$ cat src/rtl/dram_arb_pkg.sv
// Shared definitions for the DRAM port arbiter: FSM states, port indices
// and the memory-mapped STDOUT/halt addresses.
package dram_arb_pkg;

   typedef enum logic [1:0] {
      IDLE  = 2'd0,
      GRANT = 2'd1,
      RESP  = 2'd2
   } arb_state_t;

   localparam logic P_CPU = 1'b0;
   localparam logic P_DMA = 1'b1;

   localparam logic [23:0] STDOUT_ADDR = 24'hFFFFFE;
   localparam logic [23:0] HALT_ADDR   = 24'hFFFFFF;

endpackage

$ cat src/rtl/dram_arb_pick.sv
// Winner selection between the CPU and DMA ports, plus the CPU burst
// counter that guarantees the DMA port a slot every MAX_CPU_BURST grants.
module dram_arb_pick
   import dram_arb_pkg::*;
#(
   parameter int MAX_CPU_BURST = 4
)(
   input  logic clk,
   input  logic rst,
   input  logic clk_en,
   input  logic idle,
   input  logic p0_req,
   input  logic p1_req,
   input  logic halt,
   output logic any_req,
   output logic winner
);

   localparam logic [3:0] MAX_CNT = 4'(MAX_CPU_BURST);

   logic [3:0] burst_cnt;
   logic       p0_eligible;

   assign p0_eligible = p0_req & ~halt;
   assign any_req     = p0_eligible | p1_req;
   assign winner      = (p1_req && (!p0_eligible || burst_cnt >= MAX_CNT)) ? P_DMA : P_CPU;

   // The count only tracks CPU grants that actually made the DMA port wait.
   always_ff @(posedge clk) begin
      if (rst) begin
         burst_cnt <= '0;
      end else if (clk_en && idle) begin
         if (!p1_req || winner == P_DMA) begin
            burst_cnt <= '0;
         end else begin
            burst_cnt <= burst_cnt + 4'd1;
         end
      end
   end

endmodule

$ cat src/rtl/dram_port_arbiter.sv
// Shares the single-port data RAM between the CPU (port 0) and a loader/DMA
// master (port 1). Define DRAM_ARB_MMIO_EN to add the CPU STDOUT/halt decode.
module dram_port_arbiter
   import dram_arb_pkg::*;
#(
   parameter int ADDR_W        = 24,
   parameter int DATA_W        = 32,
   parameter int MAX_CPU_BURST = 4
)(
   input  logic              i_clk,
   input  logic              i_rst,
   input  logic              i_clk_en,
   input  logic              i_p0_req,
   input  logic              i_p0_wr,
   input  logic [ADDR_W-1:0] i_p0_addr,
   input  logic [DATA_W-1:0] i_p0_din,
   output logic              o_p0_ack,
   output logic [DATA_W-1:0] o_p0_dout,
   input  logic              i_p1_req,
   input  logic              i_p1_wr,
   input  logic [ADDR_W-1:0] i_p1_addr,
   input  logic [DATA_W-1:0] i_p1_din,
   output logic              o_p1_ack,
   output logic [DATA_W-1:0] o_p1_dout,
   output logic [ADDR_W-1:0] o_ram_addr,
   output logic              o_ram_wr,
   output logic [DATA_W-1:0] o_ram_din,
   input  logic [DATA_W-1:0] i_ram_dout,
   output logic              o_busy
`ifdef DRAM_ARB_MMIO_EN
   ,
   output logic              o_stdout_vld,
   output logic [DATA_W-1:0] o_stdout_data,
   output logic              o_halt
`endif
);

   arb_state_t state, state_nxt;

   logic              any_req;
   logic              req_ok;
   logic              win;
   logic [ADDR_W-1:0] win_addr;
   logic [DATA_W-1:0] win_din;
   logic              win_wr;
   logic              win_mmio;
   logic              halt;

   logic              grant_q;
   logic [ADDR_W-1:0] addr_q;
   logic [DATA_W-1:0] din_q;
   logic              wr_q;
   logic              mmio_q;
   logic [DATA_W-1:0] p0_dout_q;
   logic [DATA_W-1:0] p1_dout_q;

   dram_arb_pick #(
      .MAX_CPU_BURST(MAX_CPU_BURST)
   ) u_pick (
      .clk     (i_clk),
      .rst     (i_rst),
      .clk_en  (i_clk_en),
      .idle    (state == IDLE),
      .p0_req  (i_p0_req),
      .p1_req  (i_p1_req),
      .halt    (halt),
      .any_req (any_req),
      .winner  (win)
   );

   assign req_ok   = any_req & ~i_rst;
   assign win_addr = (win == P_DMA) ? i_p1_addr : i_p0_addr;
   assign win_din  = (win == P_DMA) ? i_p1_din  : i_p0_din;
   assign win_wr   = (win == P_DMA) ? i_p1_wr   : i_p0_wr;

`ifdef DRAM_ARB_MMIO_EN
   localparam logic [ADDR_W-1:0] STDOUT_A = ~ADDR_W'(1);
   localparam logic [ADDR_W-1:0] HALT_A   = '1;

   logic              stdout_q;
   logic [DATA_W-1:0] stdout_data_q;

   assign win_mmio = (win == P_CPU) && (win_addr == STDOUT_A || win_addr == HALT_A);

   // Halt is sticky until reset; it is raised as soon as the halt write is granted.
   always_ff @(posedge i_clk) begin
      if (i_rst) begin
         halt          <= 1'b0;
         stdout_q      <= 1'b0;
         stdout_data_q <= '0;
      end else if (i_clk_en && state == IDLE && req_ok) begin
         stdout_q <= win_mmio && win_wr && win_addr == STDOUT_A;
         if (win_mmio && win_wr && win_addr == STDOUT_A) begin
            stdout_data_q <= win_din;
         end
         if (win_mmio && win_wr && win_addr == HALT_A) begin
            halt <= 1'b1;
         end
      end
   end

   assign o_stdout_vld  = (state == RESP) && stdout_q;
   assign o_stdout_data = stdout_data_q;
   assign o_halt        = halt;
`else
   assign win_mmio = 1'b0;
   assign halt     = 1'b0;
`endif

   always_ff @(posedge i_clk) begin
      if (i_rst) begin
         state <= IDLE;
      end else if (i_clk_en) begin
         state <= state_nxt;
      end
   end

   // The RAM sees the winner directly in IDLE so it samples on the edge into GRANT.
   always_comb begin
      state_nxt  = state;
      o_busy     = 1'b0;
      o_p0_ack   = 1'b0;
      o_p1_ack   = 1'b0;
      o_ram_addr = addr_q;
      o_ram_din  = din_q;
      o_ram_wr   = 1'b0;
      unique case (state)
         IDLE: begin
            if (req_ok) begin
               state_nxt  = GRANT;
               o_ram_addr = win_addr;
               o_ram_din  = win_din;
               o_ram_wr   = win_wr & ~win_mmio;
            end
         end
         GRANT: begin
            o_busy    = 1'b1;
            state_nxt = RESP;
         end
         RESP: begin
            o_busy    = 1'b1;
            state_nxt = IDLE;
            o_p0_ack  = (grant_q == P_CPU);
            o_p1_ack  = (grant_q == P_DMA);
         end
         default: begin
            o_busy    = 1'b1;
            state_nxt = IDLE;
         end
      endcase
   end

   // Read data is captured at the end of GRANT and held until that port's next read.
   always_ff @(posedge i_clk) begin
      if (i_rst) begin
         grant_q   <= P_DMA;
         addr_q    <= '0;
         din_q     <= '0;
         wr_q      <= 1'b0;
         mmio_q    <= 1'b0;
         p0_dout_q <= '0;
         p1_dout_q <= '0;
      end else if (i_clk_en) begin
         if (state == IDLE && req_ok) begin
            grant_q <= win;
            addr_q  <= win_addr;
            din_q   <= win_din;
            wr_q    <= win_wr;
            mmio_q  <= win_mmio;
         end
         if (state == GRANT && !wr_q) begin
            if (grant_q == P_CPU) begin
               p0_dout_q <= mmio_q ? '0 : i_ram_dout;
            end else begin
               p1_dout_q <= mmio_q ? '0 : i_ram_dout;
            end
         end
      end
   end

   assign o_p0_dout = p0_dout_q;
   assign o_p1_dout = p1_dout_q;

endmodule
$ cat config.mk
export PLATFORM = sky130hd
export DESIGN_NAME = dram_port_arbiter
export DESIGN_NICKNAME = d
export VERILOG_FILES = /design/src/rtl/dram_arb_pkg.sv /design/src/rtl/dram_arb_pick.sv /design/src/rtl/dram_port_arbiter.sv
export SDC_FILE = /design/constraint.sdc
export NUM_CORES = 1
export LEC_CHECK = 0
export ABC_CLOCK_PERIOD_IN_PS = 2400
export BUFFER_PORTS_ARGS = -buffer_cell sky130_fd_sc_hd__clkbuf_2
export CORE_ASPECT_RATIO = 1.5
export CORE_UTILIZATION = 35
export CTS_CLUSTER_SIZE = 16
export DETAILED_ROUTE_END_ITERATION = 8
export HOLD_SLACK_MARGIN = 0.12
export RECOVER_POWER = 50
export SKIP_CTS_REPAIR_TIMING = 1
export SLEW_MARGIN = 5
export SYNTH_ARGS = -nofsm -noshare
export SYNTH_HDL_FRONTEND = slang
export SYNTH_HIERARCHICAL = 1
export SYNTH_SLANG_ARGS = --single-unit
$ cat constraint.sdc
create_clock -name i_clk -period 2.4 [get_ports i_clk]
set_input_delay 0.48 -clock i_clk [delete_from_list [all_inputs] [get_ports i_clk]]
set_output_delay 0.48 -clock i_clk [all_outputs]
set_load 0.02 [all_outputs]
==> flow_metrics.tcl, run 1 <==
set metrics [dict create \
    antenna_found_initial 0 \
    yosys_warnings 6 \
    setup_violations 55 \
    core_area_um2 17300 \
    grt_max_degree 83 \
    drt_iter0_drc 224 \
    status "finished, violations left" \
    worstPathArrival_ns 2.02 \
    setup_tns_ns -2.53 \
    critPathMaxFanout 11 \
    syn_area_um2 6170 \
    crit_path_start_kind "register" \
    fill_cells 1703 \
    post_dp_cell_area_um2 7970 \
    initial_core_util_pct 35.7 \
    numCtsBuffers 17 \
    rr_startpoint "state[1]$_SDFFE_PP0P_" \
    worstSetupPathType "register to output pin" \
    clkLatencyLatePin_ns 0.40 \
    worstPathRequired_ns 1.92 \
    grt_pass1_wl_mm 25.7 \
    yosysUniqueCellTypes 30 \
    clk_root_buffer_cell "clkbuf_16" \
    violations "negative setup slack" \
    syn_inst 669 \
    hold-path-cell-count 3 \
    gp_congestion 0.773 \
    regToRegSetupSlack_ns 0.54 \
    cts_htree_levels 4 \
    syn_avg_cell_area_um2 9.22 \
    r2r_end "addr_q[10]$_SDFFE_PP0P_" \
    synth-seq-cells 128 \
    hold_class "primary input to register" \
    die_y_um 165 \
    ant_nets 0 \
    dp_hpwl_mm 11.7 \
    slew_viol_final 0 \
    num_rows 59 \
    hp-start "i_ram_dout[1]" \
    p_leak_uw 0.00382 \
    ir_worst_vdd_v 0.000412 \
    io_pins 275 \
    max_slew_margin_pct 3.59 \
    most-common-layout-cells "174 x clkbuf_2, 125 x dfxtp_1, 106 x mux2i_1, 97 x nand2b_1, 95 x a21oi_1" \
    track_usage_pct 18.0 \
    routedWlPerCell_um 14.8 \
    rsz0062_at_grt "yes" \
    multi_input_area_um2 3440 \
    layout_commonest_cell "clkbuf_2" \
    hold_viol 0 \
    clk_pin_slew_ns 0.06 \
    grt_overflow_total 0 \
    max_freq_mhz 400 \
    io_buffers 274 \
    preCtsSetupSlack_ns 0.0282 \
    grt_pass1_vias 5388 \
    r2r_cells 7 \
    final.min_clock_period_ns 2.50 \
    regArea_um2 2570 \
    setup_ws_ns -0.0983 \
    end_kind "output pin" \
    design_area_um2 8760 \
    skew_ns 0.00810 \
    firstDrtPassIters 6 \
    die-area_um2 18200 \
    power.density_nw_per_um2 696 \
    vias_per_cell 4.91 \
    diodes 0 \
    drive_gt1_share_pct 35.1 \
    clkSinkCount 128 \
    clockBufferDepth 2 \
    maxCapViolations 0 \
    routed_wl_mm 17.4 \
    worst_pin_slew_ns 1.45 \
    drc 0 \
    cts_tree "yes" \
    num_vias 5748 \
    nNetsFinal 1097 \
    synth_seq_area_share_pct 41.6 \
    min_period_over_period_pct 104 \
    hold_path_end "o_p1_dout[1]$_SDFFE_PP0P_" \
    syn_to_final_growth_pct 42.1 \
    die_x_um 110 \
]
## state kept, by name, indices dropped and copies added (netlist names)
register and flops:
din_q 32, o_p0_dout 32, u_pick/burst_cnt 4, grant_q 1
addr_q 24, wr_q 1, o_p1_dout 32, state 2
## per-layer routing
metal,global-route usage [%],vias up,share of wire (%)
li1,-,2910,-
met1,20.7,2617,42
met2,32.0,205,49
met3,5.09,16,6.9
met4,5.02,0,1.2
met5,0,-,0
## report_power, final
part	switching [uW]	internal, uW	leakage, uW	total [uW]
Clock	1030	1650	0.000297	2690
Combinational	643	530	0.00248	1170
Sequential	42.2	2200	0.00104	2240
Total	1720	4380	0.00382	6100
## Yosys cell counts
cell,instances,area share (%)
nor4b_2,1,0.24
conb_1,1,0.061
dfxtp_1,128,42
ha_1,1,0.20
nand2_1,5,0.30
buf_6,1,0.18
a211o_1,1,0.14
a21oi_1,118,9.6
nor2_1,57,3.5
nor2b_1,1,0.10
and3_1,1,0.10
nor3_2,1,0.16
buf_2,30,2.4
nor4b_4,1,0.39
and3b_2,1,0.16
and2b_2,1,0.14
nand4b_1,1,0.14
nand4_1,2,0.20
a21o_1,1,0.12
mux2i_1,121,20
nor3b_1,2,0.24
nand3b_4,1,0.32
inv_1,2,0.12
clkbuf_1,29,1.8
and2_1,2,0.20
or2b_1,1,0.12
nand2b_1,97,9.8
a211oi_1,57,6.9
or3b_1,1,0.14
buf_12,3,0.97
## area by class of cell
class                           instances  area share (%)
Multi-Input combinational cell        477            39.2
Sequential cell                       128            29.3
Timing Repair Buffer                  319            21.4
Clock buffer                           17            4.85
Tap cell                              213            3.04
Clock inverter                         14            2.06
Inverter                                2          0.0857
## worst max path at each step
stage	from	endpoint	slack, ns	cells past startpoint
5_1_grt	u_pick/burst_cnt[3]$_SDFFE_PP0P_	o_ram_din[8]	-0.19	6
3_3_place_gp	i_p0_req	o_ram_din[17]	0.04	7
3_5_place_dp	i_p0_req	o_ram_din[29]	0.03	7
6_report	u_pick/burst_cnt[3]$_SDFFE_PP0P_	o_ram_din[29]	-0.1	6
4_1_cts	u_pick/burst_cnt[2]$_SDFFE_PP0P_	o_ram_din[17]	-0.17	6
2_1_floorplan	i_p0_req	o_ram_addr[19]	0.005	6
## metrics by stage
| step | utilization, % | hold slack (ns) | cells | total power (uW) |
|---|---|---|---|---|
| 2_1_floorplan | - | 0.434 | 670 | 2960 |
| 3_3_place_gp | 46.1 | 0.447 | 1132 | 3380 |
| 3_5_place_dp | 46.1 | 0.463 | 1132 | 3380 |
| 4_1_cts | 49.7 | 0.320 | 1163 | 6110 |
| 5_1_grt | 50.7 | 0.339 | 1170 | 6400 |
| 6_report | 50.7 | 0.336 | 1170 | 6100 |
## critical path: stages (launching register included)
cell and delay, ns:
dfxtp_1 0.37, nor4b_4 0.06, and2b_4 0.41, clkbuf_16 0.25, mux2i_1 0.28, a21oi_2 0.09
clkbuf_2 0.15
## logic make-up (layout without fill, tap and decap cells)
| family | count (synthesis) | count (layout) | share of synthesized area, % |
|---|---|---|---|
| adders and majority gates | 1 | 1 | 0.203 |
| other | 1 | 2 | 0.0608 |
| buffers and inverters | 65 | 352 | 5.48 |
| AOI/OAI and AO/OA | 177 | 177 | 16.8 |
| and+or+nand+nor | 176 | 176 | 16.3 |
| DFF | 128 | 128 | 41.6 |
| muxes | 121 | 121 | 19.6 |
Note: power is estimated with default switching activity, not from simulation.
==> run 2, diff against run 1 <==
Settings changed: CORE_ASPECT_RATIO 1.5 to 1.25.
==> run 2 against run 1 <==
The run still ends with negative setup slack left. Total power down 4.1%. Sequential power about the same. Combinational power down 3%. Cell count down 0.77%. Maximum frequency down 0.44%. Utilization down 0.61 points. Critical path type unchanged. Critical endpoint is now o_ram_addr[22]. Largest cell class unchanged. Highest routed layer unchanged.
==> flow_metrics.tcl, run 2 (synthesis gave the netlist of run 1 again) <==
set metrics [dict create \
    status "finished, violations left" \
    violations "negative setup slack" \
    crit_family "simple AND/OR/NAND/NOR gates" \
    use_met2_pct 30.3 \
    die_x_um 121 \
    layout_commonest_cell "clkbuf_2" \
    maxCapViolations 0 \
    io_pins 275 \
    firstDrtPassIters 4 \
    most-common-layout-cells "168 x clkbuf_2, 127 x dfxtp_1, 98 x a21oi_1, 97 x nand2b_1, 96 x mux2i_1" \
    clockBufferDepth 2 \
    crit_path_start_kind "register" \
    drive_gt1_share_pct 33.8 \
    clk_pin_slew_ns 0.06 \
    use_met3_pct 5.45 \
    top_usage_layer "met2" \
    worstSetupPathType "register to output pin" \
    die-area_um2 18200 \
    stdcell_count 1161 \
    crit_chain "nor4b_4 -> and2b_4 -> buf_4 -> mux2i_1 -> a21oi_1 -> buf_4" \
    end_kind "output pin" \
    final.min_clock_period_ns 2.51 \
    slew_viol_final 0 \
    grt_overflow_total 0 \
    diodes 0 \
    io_buffers 274 \
    cts_tree "yes" \
    die_y_um 150 \
    path_buf_inv 2 \
    hold_class "primary input to register" \
    numCtsBuffers 17 \
    drt_iter0_drc 232 \
    routed_wl_mm 16.5 \
    cpMaxStageDelayCell "dfxtp_2" \
    setup_ws_ns -0.109 \
    p_leak_uw 0.00365 \
    worstPathRequired_ns 1.92 \
    ir_worst_vdd_v 0.000435 \
    syn_to_final_growth_pct 38.5 \
    rsz0062_at_grt "yes" \
    min_period_over_period_pct 105 \
    grt_pass1_vias 5287 \
    max_stage_delay_ns 0.33 \
    dp_hpwl_mm 11.3 \
    power.density_nw_per_um2 685 \
    core_area_um2 17000 \
    hold_viol 0 \
    initial_core_util_pct 36.2 \
    vias_per_cell 4.85 \
    grt_max_degree 92 \
    max_slew_margin_pct 1.92 \
    setup_violations 57 \
    clk_root_buffer_cell "clkbuf_16" \
    met1_usage_pct 21.1 \
    place_inst 1129 \
    track_usage_pct 17.7 \
    num_vias 5627 \
    crit_path_frequent_cell "buf_4" \
    skew_ns 0.00813 \
    worstPathArrival_ns 2.03 \
    cts_htree_levels 4 \
    drc 0 \
    gp_congestion 0.765 \
    clkSinkCount 128 \
    nNetsFinal 1081 \
    worst_pin_slew_ns 1.47 \
    ant_nets 0 \
    routedWlPerCell_um 14.2 \
    antenna_found_initial 0 \
    max_freq_mhz 399 \
    finalPower_uw 5850 \
    num_rows 53 \
    critPathMaxFanout 9 \
    clkLatencyLatePin_ns 0.41 \
    grt_pass1_wl_mm 25.4 \
]
==> run 2: final cells by class <==
type	instances	area [um^2]
Fill cell	1708	8500
Multi-Input combinational cell	477	3470
Sequential cell	128	2560
Timing Repair Buffer	303	1660
Clock buffer	22	454
Tap cell	220	275
Clock inverter	9	110
Inverter	2	7.51
==> run 2: per-stage QoR <==
| stage | setup slack, ns | utilization [%] | cell area, um^2 | hold WS (ns) | TNS, ns |
|---|---|---|---|---|---|
| floorplan | 0.00539 | - | 6250 | 0.434 | 0 |
| CTS | -0.271 | 49.6 | 8460 | 0.323 | -7.11 |
| detailed placement | -0.0930 | 46.3 | 7890 | 0.453 | -0.106 |
| global route | -0.208 | 50.1 | 8540 | 0.331 | -9.16 |
| finish | -0.109 | 50.1 | 8540 | 0.339 | -3.54 |
| global placement | -0.114 | 46.3 | 7890 | 0.454 | -0.114 |
==> run 2: path summary, 6_finish.rpt <==
path,slack [ns],to,depth (start not counted),startpoint
worst max-delay path,-0.11,o_ram_addr[22],6,u_pick/burst_cnt[2]$_SDFFE_PP0P_
worst min-delay path,0.34,o_p1_dout[26]$_SDFFE_PP0P_,3,i_ram_dout[26]
worst max register to register,0.34,o_p0_dout[28]$_SDFFE_PP0P_,4,state[0]$_SDFFE_PP0P_
worst min register to register,0.46,u_pick/burst_cnt[1]$_SDFFE_PP0P_,2,u_pick/burst_cnt[1]$_SDFFE_PP0P_
==> run 2: worst min-delay path, stage by stage <==
cell	delay, ns
clkbuf_2	0.08
nand2b_1	0.07
mux2i_1	0.06
==> run 2: power breakdown <==
part | internal [uW] | switching [uW]
Clock | 1550 | 930
Sequential | 2200 | 42.3
Combinational | 495 | 633
Total | 4250 | 1610
==> run 2: metal layers <==
metal | up-vias | part of all wire [%]
met1 | 2548 | 44
li1 | 2862 | -
met4 | 0 | 0.80
met3 | 9 | 6.7
met5 | - | 0
met2 | 208 | 48
